<file path="config.mk">
export PLATFORM = sky130hd
export DESIGN_NAME = weight_tile_loader_flat
export DESIGN_NICKNAME = d
export VERILOG_FILES = /design/src/rtl/weight_tile_loader_if.sv /design/src/rtl/weight_tile_loader.sv /design/src/flat_wrapper.sv
export SDC_FILE = /design/constraint.sdc
export NUM_CORES = 1
export LEC_CHECK = 0
export CAP_MARGIN = 20
export CORE_MARGIN = 3
export CORE_UTILIZATION = 40
export CTS_BUF_LIST = sky130_fd_sc_hd__clkbuf_8
export DETAILED_ROUTE_END_ITERATION = 10
export DONT_BUFFER_PORTS = 1
export GPL_ROUTABILITY_DRIVEN = 0
export PLACE_DENSITY = 0.58
export SLEW_MARGIN = 10
export SYNTH_ARGS = -nofsm -noshare
export SYNTH_HDL_FRONTEND = slang
export SYNTH_SLANG_ARGS = --single-unit
</file>
<file path="constraint.sdc">
create_clock -name clk -period 2.2 [get_ports clk]
set_input_delay 0.44 -clock clk [delete_from_list [all_inputs] [get_ports clk]]
set_output_delay 0.44 -clock clk [all_outputs]
set_load 0.01 [all_outputs]
</file>
<file path="src/rtl/weight_tile_loader_if.sv">
// rtl/weight_tile_loader_if.sv - signal bundle between controller, weight memory, weight FIFO and tile loader
// Purpose: groups the tile loader's handshake, memory-read and FIFO-write signals.
// Ports (slave = loader side):
//   start, base_addr        controller -> loader tile request
//   busy, done              loader -> controller status
//   mem_rd_en, mem_rd_addr  loader -> weight memory read request
//   mem_rd_data             weight memory -> loader, one cycle after mem_rd_en
//   push_col*, data_col*    loader -> three column FIFOs
//   pop, load_en            loader -> FIFO pop and MMU weight-load window
//   fifo_count              tracked FIFO occupancy
interface weight_tile_loader_if #(
    parameter int ADDR_W = 8,
    parameter int DEPTH  = 4
);
    localparam int FC_W = $clog2(DEPTH + 1);

    logic              start;
    logic [ADDR_W-1:0] base_addr;
    logic              busy;
    logic              done;
    logic              mem_rd_en;
    logic [ADDR_W-1:0] mem_rd_addr;
    logic [23:0]       mem_rd_data;
    logic              push_col0;
    logic              push_col1;
    logic              push_col2;
    logic [7:0]        data_col0;
    logic [7:0]        data_col1;
    logic [7:0]        data_col2;
    logic              pop;
    logic              load_en;
    logic [FC_W-1:0]   fifo_count;

    modport master (
        output start, base_addr, mem_rd_data,
        input  busy, done, mem_rd_en, mem_rd_addr,
        input  push_col0, push_col1, push_col2,
        input  data_col0, data_col1, data_col2,
        input  pop, load_en, fifo_count
    );

    modport slave (
        input  start, base_addr, mem_rd_data,
        output busy, done, mem_rd_en, mem_rd_addr,
        output push_col0, push_col1, push_col2,
        output data_col0, data_col1, data_col2,
        output pop, load_en, fifo_count
    );
endinterface

</file>
<file path="src/rtl/weight_tile_loader.sv">
// rtl/weight_tile_loader.sv - writer side of the 3-column weight FIFO feeding the 3x3 MMU
// Purpose: on start, reads a ROWS x 3 weight tile (one row per address), pushes each
//   row into the three column queues, then issues the pop burst that loads the
//   systolic array and holds load_en through the column-skew drain.
// Ports:
//   clk   rising-edge clock
//   rst   asynchronous active-high reset; the FIFO reset must come from ~rst
//   bus   weight_tile_loader_if slave modport (start/base_addr in, status,
//         memory read, FIFO push/pop, load_en and fifo_count out)
module weight_tile_loader #(
    parameter int ROWS   = 3,
    parameter int DEPTH  = 4,
    parameter int ADDR_W = 8,
    parameter int SKEW   = 2
) (
    input  logic                clk,
    input  logic                rst,
    weight_tile_loader_if.slave bus
);
    generate
        if (ROWS < 1 || ROWS > DEPTH) begin : g_bad_rows
            $error("weight_tile_loader: ROWS must be in 1..DEPTH");
        end
    endgenerate

    localparam int CNT_MAX = (ROWS > SKEW) ? ROWS : SKEW;
    localparam int CNT_W   = (CNT_MAX > 1) ? $clog2(CNT_MAX) : 1;
    localparam int FC_W    = $clog2(DEPTH + 1);
    localparam logic [CNT_W-1:0] LAST_ROW  = CNT_W'(ROWS - 1);
    localparam logic [CNT_W-1:0] LAST_SKEW = CNT_W'((SKEW > 0) ? (SKEW - 1) : 0);

    typedef enum logic [2:0] {
        S_IDLE,
        S_FETCH,
        S_LAST_PUSH,
        S_POP,
        S_DRAIN,
        S_DONE
    } state_t;

    state_t            r_state;
    state_t            w_state_nxt;
    logic [CNT_W-1:0]  r_cnt;
    logic [CNT_W-1:0]  w_cnt_nxt;
    logic [ADDR_W-1:0] r_base;
    logic              r_push;
    logic [FC_W-1:0]   r_fifo_count;
    logic              w_latch_base;
    logic              w_rd_en;
    logic              w_pop;
    logic              w_load_en;
    logic              w_done;

    always_ff @(posedge clk or posedge rst) begin
        if (rst) begin
            r_state      <= S_IDLE;
            r_cnt        <= '0;
            r_base       <= '0;
            r_push       <= 1'b0;
            r_fifo_count <= '0;
        end else begin
            r_state <= w_state_nxt;
            r_cnt   <= w_cnt_nxt;
            if (w_latch_base) begin
                r_base <= bus.base_addr;
            end
            // Memory has one cycle of read latency, so the push trails the read strobe.
            r_push <= w_rd_en;
            case ({r_push, w_pop})
                2'b10:   r_fifo_count <= r_fifo_count + FC_W'(1);
                2'b01:   r_fifo_count <= r_fifo_count - FC_W'(1);
                default: r_fifo_count <= r_fifo_count;
            endcase
        end
    end

    // One shared counter walks the FETCH, POP and DRAIN phases; it is cleared on every
    // state change so each phase starts counting from zero.
    always_comb begin
        w_state_nxt  = r_state;
        w_cnt_nxt    = '0;
        w_latch_base = 1'b0;
        w_rd_en      = 1'b0;
        w_pop        = 1'b0;
        w_load_en    = 1'b0;
        w_done       = 1'b0;
        case (r_state)
            S_IDLE: begin
                if (bus.start) begin
                    w_latch_base = 1'b1;
                    w_state_nxt  = S_FETCH;
                end
            end
            S_FETCH: begin
                w_rd_en = 1'b1;
                if (r_cnt == LAST_ROW) begin
                    w_state_nxt = S_LAST_PUSH;
                end else begin
                    w_cnt_nxt = r_cnt + CNT_W'(1);
                end
            end
            S_LAST_PUSH: begin
                w_state_nxt = S_POP;
            end
            S_POP: begin
                w_pop     = 1'b1;
                w_load_en = 1'b1;
                if (r_cnt == LAST_ROW) begin
                    w_state_nxt = (SKEW == 0) ? S_DONE : S_DRAIN;
                end else begin
                    w_cnt_nxt = r_cnt + CNT_W'(1);
                end
            end
            S_DRAIN: begin
                // Keeps load_en up while column 2's double skew flushes through the array.
                w_load_en = 1'b1;
                if (r_cnt == LAST_SKEW) begin
                    w_state_nxt = S_DONE;
                end else begin
                    w_cnt_nxt = r_cnt + CNT_W'(1);
                end
            end
            S_DONE: begin
                w_done      = 1'b1;
                w_state_nxt = S_IDLE;
            end
            default: begin
                w_state_nxt = S_IDLE;
            end
        endcase
    end

    assign bus.busy        = (r_state != S_IDLE);
    assign bus.done        = w_done;
    assign bus.mem_rd_en   = w_rd_en;
    // Address wraps modulo 2^ADDR_W; it reads as zero outside FETCH.
    assign bus.mem_rd_addr = w_rd_en ? (r_base + ADDR_W'(r_cnt)) : '0;
    assign bus.push_col0   = r_push;
    assign bus.push_col1   = r_push;
    assign bus.push_col2   = r_push;
    assign bus.data_col0   = bus.mem_rd_data[7:0];
    assign bus.data_col1   = bus.mem_rd_data[15:8];
    assign bus.data_col2   = bus.mem_rd_data[23:16];
    assign bus.pop         = w_pop;
    assign bus.load_en     = w_load_en;
    assign bus.fifo_count  = r_fifo_count;

    a_no_push_with_pop: assert property (@(posedge clk) disable iff (rst) !(r_push && w_pop));
    a_no_overflow:      assert property (@(posedge clk) disable iff (rst) r_fifo_count <= FC_W'(DEPTH));
    a_no_underflow:     assert property (@(posedge clk) disable iff (rst) !(w_pop && r_fifo_count == '0));
endmodule
</file>
<file path="src/flat_wrapper.sv">
// flat-port wrapper written by rule: the top's interface ports become plain ports
module weight_tile_loader_flat 
#(
    parameter int ROWS   = 3,
    parameter int DEPTH  = 4,
    parameter int ADDR_W = 8,
    parameter int SKEW   = 2
)
  (clk, rst, bus_start, bus_base_addr, bus_mem_rd_data, bus_busy, bus_done, bus_mem_rd_en, bus_mem_rd_addr, bus_push_col0, bus_push_col1, bus_push_col2, bus_data_col0, bus_data_col1, bus_data_col2, bus_pop, bus_load_en, bus_fifo_count);
  weight_tile_loader_if #(.ADDR_W(ADDR_W), .DEPTH(DEPTH)) bus_i ();
  input  logic clk;
  input  logic rst;
  input wire logic [$bits(bus_i.start)-1:0] bus_start;
  input wire logic [$bits(bus_i.base_addr)-1:0] bus_base_addr;
  input wire logic [$bits(bus_i.mem_rd_data)-1:0] bus_mem_rd_data;
  output wire logic [$bits(bus_i.busy)-1:0] bus_busy;
  output wire logic [$bits(bus_i.done)-1:0] bus_done;
  output wire logic [$bits(bus_i.mem_rd_en)-1:0] bus_mem_rd_en;
  output wire logic [$bits(bus_i.mem_rd_addr)-1:0] bus_mem_rd_addr;
  output wire logic [$bits(bus_i.push_col0)-1:0] bus_push_col0;
  output wire logic [$bits(bus_i.push_col1)-1:0] bus_push_col1;
  output wire logic [$bits(bus_i.push_col2)-1:0] bus_push_col2;
  output wire logic [$bits(bus_i.data_col0)-1:0] bus_data_col0;
  output wire logic [$bits(bus_i.data_col1)-1:0] bus_data_col1;
  output wire logic [$bits(bus_i.data_col2)-1:0] bus_data_col2;
  output wire logic [$bits(bus_i.pop)-1:0] bus_pop;
  output wire logic [$bits(bus_i.load_en)-1:0] bus_load_en;
  output wire logic [$bits(bus_i.fifo_count)-1:0] bus_fifo_count;
  assign bus_i.start = bus_start;
  assign bus_i.base_addr = bus_base_addr;
  assign bus_i.mem_rd_data = bus_mem_rd_data;
  assign bus_busy = bus_i.busy;
  assign bus_done = bus_i.done;
  assign bus_mem_rd_en = bus_i.mem_rd_en;
  assign bus_mem_rd_addr = bus_i.mem_rd_addr;
  assign bus_push_col0 = bus_i.push_col0;
  assign bus_push_col1 = bus_i.push_col1;
  assign bus_push_col2 = bus_i.push_col2;
  assign bus_data_col0 = bus_i.data_col0;
  assign bus_data_col1 = bus_i.data_col1;
  assign bus_data_col2 = bus_i.data_col2;
  assign bus_pop = bus_i.pop;
  assign bus_load_en = bus_i.load_en;
  assign bus_fifo_count = bus_i.fifo_count;
  weight_tile_loader #(.ROWS(ROWS), .DEPTH(DEPTH), .ADDR_W(ADDR_W), .SKEW(SKEW)) u_core (.clk(clk), .rst(rst), .bus(bus_i));
endmodule
</file>
* Word-level counts from Yosys, hierarchy flattened
Cells that the tools add are included.
Word-level totals: register bits 17, input bits 35, output and inout bits 43, word-level logic and storage cells 44
Operators by class: add/subtract/negate cells 4, eq/ne operators 13, muxes and demuxes 16, reduce and logical (&&, ||, !) cells 6
Operators with widths (number):
- 3-bit case mux with 5 select lines | 1
- 3-bit 2-to-1 mux | 4
- 8-bit by 2-bit adder with 8-bit output | 1
- 8-bit 2-to-1 mux | 1
- 3-bit by 2-bit == test with 1-bit output (second input constant) | 2
- 3-bit == test (second input constant) | 2
- 1-bit 2-to-1 mux | 6
- 2-bit by 1-bit inequality test with 1-bit output (second input constant) | 3
- 3-bit case mux with 2 select lines | 1
- 2-bit by 1-bit == test with 1-bit output (second input constant) | 2
- 2-bit == test (second input constant) | 2
- 2-bit 2-to-1 mux | 2
- 2-bit case mux with 2 select lines | 1
- 4-bit AND reduction | 1
- 2-bit OR reduction | 2
- 3-bit by 1-bit adder with 3-bit output (second input constant) | 1
- 3-bit by 1-bit == test with 1-bit output (second input constant) | 1
- 3-bit zero test | 1
- 3-bit nonzero test | 1
- 3-bit by 1-bit subtractor with 3-bit output (second input constant) | 1
- 2-bit by 1-bit adder with 2-bit output (second input constant) | 1
- 2-bit inequality test (second input constant) | 1
- 2-bit nonzero test | 1

* Longest topological paths before layout
word-level depth 4, gate-level depth with buffers 10, depth with buffers taken out 9

* Worst setup path before layout
No wires, ideal clock.
path kind register to output, start register u_core.r_cnt[0], end output port bus_mem_rd_addr[6], arrival time 1559 ps, required time 1760 ps, slack 201 ps, stages on the path, launching flop included 6, buffers on the path 0, cell sequence dfrtp_1 ha_1 inv_1 fa_1 or3_1 a21oi_1
Between the ends: cells in the longest elaborated chain, start to end 2
Ends and longest elaborated chain:
- start: declaration | line weight_tile_loader.sv:43 | logic [CNT_W-1:0] r_cnt;
- start signal: assignment | line weight_tile_loader.sv:63 | r_cnt <= w_cnt_nxt;
- 8-bit by 2-bit adder with 8-bit output | line weight_tile_loader.sv:137 | assign bus.mem_rd_addr = w_rd_en ? (r_base + ADDR_W'(r_cnt)) : '0;
- 8-bit 2-to-1 mux | line weight_tile_loader.sv:137
- end: declaration | line flat_wrapper.sv:19 | output wire logic [$bits(bus_i.mem_rd_addr)-1:0] bus_mem_rd_addr;
Every way passes these cells.

* Worst setup path in the final report
Same ends and word-level chain as after synthesis.

==> summary.md <==
| Metric | Value |
|---|---|
| Outcome | `finished with violations` |
| Failing checks | `setup timing` |
| Leak pwr | `0.4870 nW` |
| DIE AREA | `0.003582 mm^2` |
| Ys Warns | `0` |
| Pin count of the biggest net entering global routing | `18` |
| Crit end category | `primary output` |
| Clk Tree Root Cell | `clkbuf_8` |
| Commonest non-fill, non-tap cells in the layout | `dfrtp_1 (17), inv_1 (11), nand2_1 (8), o21ai_0 (8), buf_4 (8)` |
| NetSw | `0.0008222 W` |
| Placed cell areas | `0.001001 mm^2` |
| Via count | `756` |
| Slowest CP cell | `or3_4` |
| Reg2reg setup slack | `320 ps` |
| Vias in the first global route | `799` |
| RSZ-0062 raised after global routing | `yes` |
| Antenna-violating nets left | `0` |
| Layout cell share with drive strength beyond 1 | `28.57%` |
| Reg power frac | `36.1%` |
| DRC violations left | `0` |
| Port bufs | `0` |
| Max-slew violations | `0` |
| Tot Pwr | `0.001816 W` |
| # rows | `18` |
| Worst skew pair latency | `250 ps` |
| Post-synth top area share | `36.68%` |
| Crit path max fanout | `4` |
| Most common cell after layout, fill and taps aside | `dfrtp_1` |
| Synth unique cells | `29` |
| CP arrival | `1800 ps` |
| GR Layer Usage met1 | `14.67%` |
| CP Cell Sequence | `ha_2 -> inv_1 -> fa_2 -> or3_4 -> a21oi_4` |
| Fin crit period | `2240 ps` |
| Starting density of the core | `44.40%` |
| TritonRoute pass-1 iters | `4` |
| Global routing met3 resource utilization | `6.479%` |
| CTS tree | `yes` |
| Layout Nets | `146` |
| Biggest area consumer among synthesized cells | `dfrtp_1` |
| Initial antenna violation count | `0` |
| Slack of the critical path | `-39.55 ps` |
| Fin Hold WS | `174.3 ps` |
| Mapped cell area | `0.001160 mm^2` |
| Initial drt markers | `22` |
| Worst slew pin tran | `694.1 ps` |
| Slowest stage delay, CP | `390 ps` |
| Worst vdd ir | `0.7419 mV` |
| Sw Ratio | `45.28%` |
| Die H | `59.85 um` |
| M2 GR Usage | `19.91%` |
| Clock Sinks | `17` |
| Yosys reg bits | `17` |
| Setup-failing EPs final | `1` |
| Total grt overflow | `0` |
| Worst r2r path cells | `9` |
| Number of primary I/O pins | `78` |
| Synth area leaders | `dfrtp_1 (37%), buf_4 (18%), mux2_2 (4.9%), xor2_1 (3.8%), inv_1 (3.6%)` |
| Reg2Reg Capture Point | `u_core.bus.fifo_count[2]` |
| P_int | `0.0009937 W` |
| Pwr dens | `1607 mW/mm^2` |
| Post-DP HPWL | `1559 um` |
| CTS Buf Count | `3` |
| Total core area | `0.002613 mm^2` |
| Final period utilization | `101.8%` |
| Gate Count Post-Synth | `123` |
| Drt total wl | `2219 um` |
| Slew HR | `53.68%` |
| Syn_nets | `163` |
| Hold/Removal Path Class | `in2async` |
| Post-DR vias/cell | `5.600` |
| WL/cell | `16.44 um` |
| Sequential area share after synthesis | `36.68%` |
| Final hold vios | `0` |
| R2r startpoint | `u_core.r_state[2]` |
| Layer with the highest usage | `met2` |
| N_diodes | `0` |
| Pre-CTS setup slack | `84.42 ps` |
| Global Route Usage Sum | `12.86%` |
| Req. time, crit path | `1760 ps` |
| Final Cell Area | `0.001130 mm^2` |
| P&R area growth vs syn | `-2.589%` |
| Die W | `59.85 um` |
| Critical path class | `reg2out` |
| Hold Buf Count CTS | `0` |
| Comb pwr share | `50.5%` |
| Max_cap viols | `0` |
| Clock skew | `3.642 ps` |
| Clock slew at reported path FFs | `70 ps` |
| Crit path launch | `u_core.r_cnt[0]` |
| Clock Power Share | `13.4%` |
| First-pass GRT wire length | `3477 um` |
| Kind of start point of the critical path | `flip-flop` |
| Average instance area after synthesis | `9.430 um^2` |
| Clock Path Buffers | `2` |
| H-tree depth | `1` |
| Max Clk Rate | `0.4465 GHz` |
==> how the worst max path moves through the flow <==
stage | to | cells past startpoint
6_report | bus_mem_rd_addr[6] | 5
5_1_grt | bus_mem_rd_addr[6] | 4
4_1_cts | bus_mem_rd_addr[7] | 4
3_5_place_dp | bus_mem_rd_addr[6] | 5
3_3_place_gp | bus_mem_rd_addr[6] | 5
2_1_floorplan | bus_mem_rd_addr[6] | 5
==> kinds of logic (layout without fill, tap and decap cells) <==
family          Yosys count  count (layout)  share of synthesized area (%)
xor+xnor                  6               6                          4.531
mux                       5               5                          4.854
simple gates             29              29                          14.78
flops                    17              17                          36.68
buf+inv                  43              25                          23.84
compound gates           18              18                          8.630
fa+ha+maj                 5               5                          6.689
==> synth_stat cells, drive strengths merged <==
cell,instances
buf,30
dfrtp,17
inv,12
nand2,8
o21ai,8
a21oi,6
mux2,5
nor2,5
or3,5
xor2,5
ha,3
nand3b,3
fa,2
o31ai,2
and2,1
clkinv,1
nand2b,1
nand3,1
nand4,1
nor2b,1
nor3b,1
nor4b,1
o22ai,1
o32ai,1
or4,1
xnor2,1
==> state kept, by name, indices dropped and copies added, names as in the netlist <==
signal                 flops
u_core.r_base              8
u_core.r_state             3
u_core.bus.push_col0       1
u_core.r_cnt               2
u_core.bus.fifo_count      3
==> area by class of cell <==
type                    instances  area (um^2)
inverters                      13        50.05
well taps                      30        37.54
repair buffers                  8        60.06
multi-input cells              63        510.5
fillers                       287         1483
flip-flops and latches         17        425.4
clock buffers                   3        41.29
clock inverters                 1        5.005
==> through the flow <==
| step | utilization [%] | instances | setup TNS (ps) |
|---|---|---|---|
| 2_1_floorplan | - | 123 | 0 |
| 3_3_place_gp | 38.31 | 127 | 0 |
| 3_5_place_dp | 38.31 | 127 | 0 |
| 4_1_cts | 41.04 | 133 | -47.91 |
| 5_1_grt | 43.25 | 135 | -181.8 |
| 6_report | 43.25 | 135 | -39.55 |
==> layer usage <==
layer | up-vias | part of all wire, %
met5 | - | 0
li1 | 341 | -
met3 | 10 | 7.9
met1 | 367 | 41
met4 | 0 | 1.9
met2 | 38 | 49
==> worst max-delay path: cells and delay by family, from the launching register on <==
family	cells	cell delay (ps)
AOI/OAI and AO/OA	1	180
adders and majority gates	2	560
buffers and inverters	1	50
DFF	1	360
and+or+nand+nor	1	390
==> power by group through the flow <==
stage / combinational (W) / clock, W / sequential [W]
after floorplan: 0.000764 / 0 / 0.000594
final: 0.000917 / 0.000242 / 0.000656
after global routing: 0.00105 / 0.000263 / 0.000682
after detailed placement: 0.000789 / 0 / 0.000658
after global placement: 0.000773 / 0 / 0.000648
after CTS: 0.000845 / 0.000250 / 0.000645
==> timing repair <==
item                                    CTS  global route
resized for setup                         3             8
pin swaps                                 2             2
endpoints found under the setup margin    3             5
setup buffers                             2             2
Note: power is estimated with default switching activity, not from simulation.
